--- src/rtl/pokey_aud_pkg.sv ---
// Shared field positions and widths for the audio channel control stage.
// AUDCn layout: [7:5] distortion, [4] volume-only, [3:0] volume.
package pokey_aud_pkg;
  localparam int DIST_HI     = 7;
  localparam int DIST_SEL    = 6;
  localparam int DIST_PURE   = 5;
  localparam int VOL_ONLY    = 4;
  localparam int VOL_MSB     = 3;
  localparam int VOL_LSB     = 0;

  localparam int AUDCTL_HP13 = 2;
  localparam int AUDCTL_HP24 = 1;

  localparam int VOL_W       = 4;
  localparam int SUM_W       = 6;
  localparam int NUM_CH      = 4;
endpackage

--- src/rtl/aud_channel.sv ---
// One audio channel: AUDC register, distortion flip-flop, optional high-pass
// sampler and the combinational volume mux feeding the top-level output registers.
module aud_channel
  import pokey_aud_pkg::*;
(
  input  logic             clk,
  input  logic             i_reset,
  input  logic             i_enp,
  input  logic [7:0]       i_d,
  input  logic             i_wr,
  input  logic             i_timer,
  input  logic             i_partner_timer,
  input  logic             i_hp_en,
  input  logic             i_rst_phase,
  input  logic             i_poly4,
  input  logic             i_poly5,
  input  logic             i_poly9_17,
  output logic             o_ff,
  output logic [VOL_W-1:0] o_vol
);

  logic [7:0] r_audc;
  logic       r_ff;
  logic       r_hp;
  logic       w_ff_next;
  logic       w_eff;

  // The timer update reads r_audc before any same-edge write lands.
  always_comb begin
    w_ff_next = r_ff;
    if (!r_audc[DIST_HI] && !i_poly5) begin
      w_ff_next = r_ff;
    end else if (r_audc[DIST_PURE]) begin
      w_ff_next = ~r_ff;
    end else if (r_audc[DIST_SEL]) begin
      w_ff_next = i_poly4;
    end else begin
      w_ff_next = i_poly9_17;
    end
  end

  always_ff @(posedge clk) begin
    if (i_reset) begin
      r_audc <= '0;
      r_ff   <= 1'b0;
      r_hp   <= 1'b0;
    end else if (i_enp) begin
      if (i_wr) begin
        r_audc <= i_d;
      end
      if (i_rst_phase) begin
        r_ff <= 1'b0;
        r_hp <= 1'b0;
      end else begin
        if (i_timer) begin
          r_ff <= w_ff_next;
        end
        // hp samples the pre-edge ff, so a coincident own-timer toggle is not seen.
        if (i_partner_timer) begin
          r_hp <= r_ff;
        end
      end
    end
  end

  assign w_eff = i_hp_en ? (r_ff ^ r_hp) : r_ff;
  assign o_ff  = r_ff;
  assign o_vol = (r_audc[VOL_ONLY] || w_eff) ? r_audc[VOL_MSB:VOL_LSB] : '0;

endmodule

--- src/rtl/aud_channel_ctrl.sv ---
// Four-channel audio control: AUDCTL high-pass bits, channel instances,
// and the registered volumes, volume sum and channel flip-flop states.
module aud_channel_ctrl
  import pokey_aud_pkg::*;
(
  input  logic             clk,
  input  logic             reset,
  input  logic             enp,
  input  logic [7:0]       D,
  input  logic             Addr1w,
  input  logic             Addr3w,
  input  logic             Addr5w,
  input  logic             Addr7w,
  input  logic             Addr8w,
  input  logic [4:0]       Timer,
  input  logic             rstAudPhase,
  input  logic             poly4,
  input  logic             poly5,
  input  logic             poly9_17,
  output logic [VOL_W-1:0] vol1,
  output logic [VOL_W-1:0] vol2,
  output logic [VOL_W-1:0] vol3,
  output logic [VOL_W-1:0] vol4,
  output logic [SUM_W-1:0] volSum,
  output logic [3:0]       chOut
);

  logic             r_hp13;
  logic             r_hp24;
  logic [VOL_W-1:0] r_vol [NUM_CH];
  logic [SUM_W-1:0] r_vol_sum;
  logic [3:0]       r_ch_out;

  logic [3:0]       w_wr;
  logic [3:0]       w_partner;
  logic [3:0]       w_hp_en;
  logic [3:0]       w_ff;
  logic [VOL_W-1:0] w_vol [NUM_CH];
  logic [SUM_W-1:0] w_sum;
  logic             w_unused_timer0;

  assign w_wr      = {Addr7w, Addr5w, Addr3w, Addr1w};
  // Ch1 is filtered by ch3's timer, ch2 by ch4's; ch3/ch4 are never filtered.
  assign w_partner = {1'b0, 1'b0, Timer[4], Timer[3]};
  assign w_hp_en   = {1'b0, 1'b0, r_hp24, r_hp13};
  assign w_unused_timer0 = Timer[0];

  for (genvar gi = 0; gi < NUM_CH; gi++) begin : g_ch
    aud_channel u_ch (
      .clk             (clk),
      .i_reset         (reset),
      .i_enp           (enp),
      .i_d             (D),
      .i_wr            (w_wr[gi]),
      .i_timer         (Timer[gi+1]),
      .i_partner_timer (w_partner[gi]),
      .i_hp_en         (w_hp_en[gi]),
      .i_rst_phase     (rstAudPhase),
      .i_poly4         (poly4),
      .i_poly5         (poly5),
      .i_poly9_17      (poly9_17),
      .o_ff            (w_ff[gi]),
      .o_vol           (w_vol[gi])
    );
  end

  assign w_sum = SUM_W'(w_vol[0]) + SUM_W'(w_vol[1]) + SUM_W'(w_vol[2]) + SUM_W'(w_vol[3]);

  always_ff @(posedge clk) begin
    if (reset) begin
      r_hp13    <= 1'b0;
      r_hp24    <= 1'b0;
      r_vol_sum <= '0;
      r_ch_out  <= '0;
      for (int i = 0; i < NUM_CH; i++) begin
        r_vol[i] <= '0;
      end
    end else if (enp) begin
      if (Addr8w) begin
        r_hp13 <= D[AUDCTL_HP13];
        r_hp24 <= D[AUDCTL_HP24];
      end
      r_vol_sum <= w_sum;
      r_ch_out  <= w_ff;
      for (int i = 0; i < NUM_CH; i++) begin
        r_vol[i] <= w_vol[i];
      end
    end
  end

  assign vol1   = r_vol[0];
  assign vol2   = r_vol[1];
  assign vol3   = r_vol[2];
  assign vol4   = r_vol[3];
  assign volSum = r_vol_sum;
  assign chOut  = r_ch_out;

endmodule

--- config.mk ---
export PLATFORM = sky130hd
export DESIGN_NAME = aud_channel_ctrl
export DESIGN_NICKNAME = d
export VERILOG_FILES = /design/src/rtl/pokey_aud_pkg.sv /design/src/rtl/aud_channel.sv /design/src/rtl/aud_channel_ctrl.sv
export SDC_FILE = /design/constraint.sdc
export NUM_CORES = 1
export LEC_CHECK = 0
export ABC_AREA = 1
export ABC_CLOCK_PERIOD_IN_PS = 4900
export BUFFER_PORTS_ARGS = -buffer_cell sky130_fd_sc_hd__buf_2
export CORE_MARGIN = 2
export CORE_UTILIZATION = 55
export CTS_BUF_LIST = sky130_fd_sc_hd__clkbuf_2
export DETAILED_ROUTE_END_ITERATION = 7
export GPL_TIMING_DRIVEN = 1
export PLACE_DENSITY = 0.78
export SYNTH_ARGS = -nofsm -noshare
export SYNTH_HDL_FRONTEND = slang
export SYNTH_SLANG_ARGS = --single-unit
--- constraint.sdc ---
create_clock -name clk -period 4.9 [get_ports clk]
set_input_delay 0.49 -clock clk [delete_from_list [all_inputs] [get_ports clk]]
set_output_delay 0.49 -clock clk [all_outputs]
set_load 0.05 [all_outputs]
# Word-level counts from Yosys, hierarchy flattened
# Memories as Yosys holds them, arrays and structs flattened.
# Cells that the tools add are included.
[word_totals]
output_inout_bits = 26
input_bits = 25
memories = 1
mem_bits_rw = 16
word_cells = 99
ff_bits = 50
[classes]
muxes = 39
reduce_logical = 28
eq_ne = 4
n_addsub = 3
bitwise_logic = 10
[memory_table]
columns = ["memory", "depth", "word_bits", "read_ports", "rd_clocked_by_memory_dff", "wr", "line", "source"]
rows = [
  ["r_vol", 4, 4, 4, 0, 4, "aud_channel_ctrl.sv:30", "logic [VOL_W-1:0] r_vol [NUM_CH];"],
]
[ops]
columns = ["cell", "n"]
rows = [
  ["4-bit two-way mux", 8],
  ["1-bit two-way mux", 31],
  ["2-bit AND reduction", 7],
  ["3-bit AND reduction", 4],
  ["2-bit inequality test (second input constant)", 4],
  ["2-bit nonzero test", 4],
  ["5-bit by 4-bit adder with 6-bit output", 1],
  ["6-bit by 4-bit adder with 6-bit output", 1],
  ["4-bit by 4-bit adder with 5-bit output", 1],
  ["1-bit logical NOT", 5],
  ["1-bit logical AND", 4],
  ["1-bit logical OR", 4],
  ["1-bit inverter", 4],
  ["1-bit bitwise OR", 4],
  ["1-bit bitwise XOR", 2],
]

# Depth between registers and ports, before layout
[depth]
ltp_word = 7
mapped_depth = 15
ltp_nobuf = 15

# By module
# A second synthesis with hierarchy kept.
[unflattened]
hier_cells = 415
area_unflattened_um2 = 3343.2
[by_module_without_submodules]
columns = ["module", "seq_area_each_um2", "instances", "cells_per_inst", "area_each_um2"]
rows = [
  ["aud_channel", 200.2, 4, 71, 474.2],
  ["aud_channel_ctrl", 720.7, 1, 131, 1446.4],
]

# Worst setup path after synthesis
# Ideal clock, no wire load.
[synth_path]
path_kind = "flip-flop to flip-flop"
from = "reg r_hp24"
to = "reg r_vol_sum[5], in the netlist volSum[5]"
setup_time_ns = 0.074
path_stages_with_launch = 15
path_slack_ns = 2.142
arrival_time_ns = 2.683
path_buffers = 0
required_ns = 4.826
synth_period_minus_slack_ns = 2.758
path_cell_list = "dfxtp_1 > nand2_1 > o21ai_0 > nand2_1 > inv_1 > fa_1 > fa_1 > ha_1 > inv_1 > fa_1 > inv_1 > nand2_1 > nand2_1 > a21oi_1 > o21ai_0"
[synth_between]
elab_chain_cells = 6
[synth_lines]
columns = ["element", "line", "source"]
rows = [
  ["from (decl)", "aud_channel_ctrl.sv:29", "logic r_hp24;"],
  ["from (signal assigned)", "aud_channel_ctrl.sv:81", "r_hp24 <= D[AUDCTL_HP24];"],
  ["1-bit two-way mux", "aud_channel.sv:66", "assign w_eff = i_hp_en ? (r_ff ^ r_hp) : r_ff;"],
  ["1-bit logical OR", "aud_channel.sv:68", "assign o_vol = (r_audc[VOL_ONLY] || w_eff) ? r_audc[VOL_MSB:VOL_LSB] : '0;"],
  ["4-bit two-way mux", "aud_channel.sv:68", ""],
  ["named net g_ch[1].u_ch.o_vol[1]", "aud_channel.sv:19", "output logic [VOL_W-1:0] o_vol"],
  ["4-bit by 4-bit adder with 5-bit output", "aud_channel_ctrl.sv:67", "assign w_sum = SUM_W'(w_vol[0]) + SUM_W'(w_vol[1]) + SUM_W'(w_vol[2]) + SUM_W'(w_vol[3]);"],
  ["5-bit by 4-bit adder with 6-bit output", "aud_channel_ctrl.sv:67", ""],
  ["6-bit by 4-bit adder with 6-bit output", "aud_channel_ctrl.sv:67", ""],
  ["to (signal assigned)", "aud_channel_ctrl.sv:83", "r_vol_sum <= w_sum;"],
  ["to (decl)", "aud_channel_ctrl.sv:31", "logic [SUM_W-1:0] r_vol_sum;"],
]
# The timed path passes the listed nets, and every way through them passes these cells.
# A chain may end at the register's enable or synchronous reset.

# Final worst setup path
# Same ends and word-level chain as after synthesis.

==> metrics.cfg <==
[power_and_ir_drop]
power_leakage_nw = 1.55
seq_power_share = 0.560
cell_internal_pwr_uw = 761
p_clk_frac = 0.286
netSwitchingFraction = 0.294
pwr-share-comb = 0.154
switching_power_uw = 317
p_per_area_nw_per_um2 = 323
vdd_drop_max_v = 0.000164

[hold_path]
hold_path.class = input port to flip-flop

[synth]
number_of_enable_type_register_cells_in_the_synthesized_netlist = 16
yosys_register_bits = 66
avgSynthCellArea_um2 = 8.30
mappedNetlistNets = 399
post-synth-top-area-cell = sky130_fd_sc_hd__dfxtp_1
synthesis.instances = 361
async_reset_ff_frac = 0
postSynth.topFlopCell = sky130_fd_sc_hd__dfxtp_1
synth.top_cell.area_share = 0.334
ys_warn_count = 0
seq_area_frac_synth = 0.494
top_post_synthesis_cells_by_area = sky130_fd_sc_hd__dfxtp_1 33%, sky130_fd_sc_hd__edfxtp_1 16%, sky130_fd_sc_hd__nor2_1 8.8%
synthesis.area_um2 = 3000
synth_cell_types = 23

[sta]
skew_ns = 0.0219
final-hold-violation-count = 0
tns_ns = 0
actual_transition_at_the_worst_max_transition_pin_ns = 0.596
max_freq_mhz = 313
rsz_0062_raised_after_global_routing = false
fin_crit_sh = 0.652
timing.final.crit_period_ns = 3.19
drv_slew = 0
worst_slew_margin_relative_to_its_limit = 0.602
setup_viol = 0

[run_status]
status = finished, final reports clean

[detailed_routing]
postRouteAntennaNets = 0
detail_route.drc_violations = 0
detail_route.iter0.violations = 128
wire_per_inst_um = 12.8
dr_total_vias = 2457
drt-total-wl_um = 6190
route.detailed.vias_per_inst = 5.09
detailedRoute.firstPassIterationCount = 4

[floorplan]
floorplan.core_area_um2 = 5170
num_io_pins = 51
floorplan.rows = 26
floorplan.die.width_um = 77.8
initial_core_util = 0.580
vert_die_dim_um = 77.8
die_area_um2 = 6060

[clock_network]
post-cts-setup-buffer-count = 0
clk_pin_slew_worst_paths_ns = 0.17
clock_latency_ns = 0.47
postCtsResizedCells = 0
cts_inserted_buffers = 9
root_buffer = sky130_fd_sc_hd__clkbuf_2
tritoncts_sinks = 66
post_cts_hold_buffer_count = 0
cts.path.max_buffers = 2
htreeDepth = 3
cts_tree = yes

[final_layout]
drive_above_1_share = 0.191
final_cell_count_no_fill = 483
layout.cells.most_common_list = 70 x sky130_fd_sc_hd__nor2_1, 50 x sky130_fd_sc_hd__dfxtp_1, 49 x sky130_fd_sc_hd__buf_2
final_common_cell = sky130_fd_sc_hd__nor2_1
antenna_cells_inserted = 0
nets = 446
flow.area_growth_from_synthesis_pct = 11.5

[grt]
track_usage = 0.220
global_route.peak_usage_layer = met2
global_route_wire_length_before_repair_um = 10300
grt_antenna_before_repair = 0
grt_max_degree = 48
grt.overflow.total = 0
global_route.usage.met3 = 0.0360
use_met2 = 0.363
first_global_vias = 2221
met1_usage = 0.280

[worst_setup_path]
crit_type = flip-flop to flip-flop
ff2ff_setup_slack_ns = 1.71
worstSetupEndpointType = flip-flop
endpoint_required_time_on_the_critical_path_ns = 5.31
critPathLaunchType = flip-flop
cp_data_arrival_time_ns = 3.60
critical_path.max_fanout = 4

[place]
detailedPlacementHpwl_um = 4470
dp_cells = 467
io_buffers = 49
gp_congestion = 0.875

[job]
maxCapViolations = 0

-- final timing paths --
| path | start | to | depth (start not counted) |
|---|---|---|---|
| setup / recovery | r_hp24 | volSum[5] | 14 |
| hold / removal | reset | g_ch[1].u_ch.r_hp | 2 |
| setup reg to reg | r_hp24 | volSum[5] | 14 |
| hold reg to reg | g_ch[2].u_ch.r_audc[5] | g_ch[2].u_ch.r_audc[5] | 2 |
-- layout make-up --
class	instances	area, um^2
fillers	454	1830
well taps	70	87.6
clock inverters	3	40.0
flip-flops and latches	66	1480
clock buffers	13	65.1
inverters	45	169
repair buffers	50	253
multi-input cells	236	1250
-- routing by layer --
layer | share of wire | up-vias
met4 | 0.024 | 0
met2 | 0.48 | 76
li1 | - | 1259
met1 | 0.45 | 1104
met5 | 0 | -
met3 | 0.052 | 18
-- power groups by stage --
stage,combinational (mW),sequential [mW],clock [mW]
final,0.166,0.604,0.308
after global placement,0.161,0.615,0
after detailed placement,0.166,0.616,0
after floorplan,0.0900,0.649,0
after CTS,0.167,0.604,0.310
after global routing,0.186,0.608,0.339
-- synthesized netlist by cell type, drive strengths merged, types with 3 or more instances --
library cell  count
a21oi            32
buf              11
clkbuf            3
dfxtp            50
edfxtp           16
fa                8
ha                5
inv              45
nand2            41
nand3            17
nor2             71
nor3              4
o21ai            56
-- worst max-delay path: stages, from the launching register on --
cell                      delay, ns
sky130_fd_sc_hd__dfxtp_1       0.37
sky130_fd_sc_hd__nand2_1       0.07
sky130_fd_sc_hd__o21ai_0       0.38
sky130_fd_sc_hd__nand2_1       0.15
sky130_fd_sc_hd__inv_1         0.12
sky130_fd_sc_hd__fa_1          0.46
sky130_fd_sc_hd__fa_1          0.56
sky130_fd_sc_hd__ha_1          0.18
sky130_fd_sc_hd__inv_1         0.07
sky130_fd_sc_hd__fa_1          0.36
sky130_fd_sc_hd__inv_1         0.08
sky130_fd_sc_hd__nand2_1       0.07
sky130_fd_sc_hd__nand2_1       0.07
sky130_fd_sc_hd__a21oi_1       0.06
sky130_fd_sc_hd__o21ai_0       0.14
-- registers in the layout, summed over array words and instances, names as in the netlist --
name / count
volSum: 6
r_hp13: 1
g_ch.u_ch.r_hp: 2
r_vol: 16
r_hp24: 1
g_ch.u_ch.r_audc: 32
g_ch.u_ch.o_ff: 4
chOut: 4
-- stage by stage --
stage          setup slack [ns]  area, um^2  total power, mW  hold WS, ns   util
2_1_floorplan              2.14        3000            0.739        0.433      -
3_3_place_gp               1.85        3240            0.776        0.448  0.626
3_5_place_dp               1.80        3240            0.781        0.453  0.626
4_1_cts                    1.73        3340             1.08        0.263  0.646
5_1_grt                    1.37        3340             1.13        0.256  0.646
6_report                   1.71        3340             1.08        0.289  0.646
-- logic make-up (layout without fill, tap and decap cells) --
logic type | count (synthesis) | after routing | share of synthesized area
fa+ha+maj | 13 | 13 | 0.0743
flops | 66 | 66 | 0.494
buf+inv | 59 | 111 | 0.0901
simple gates | 135 | 135 | 0.189
compound gates | 88 | 88 | 0.152
No activity file was read; power rests on OpenSTA's default activity.
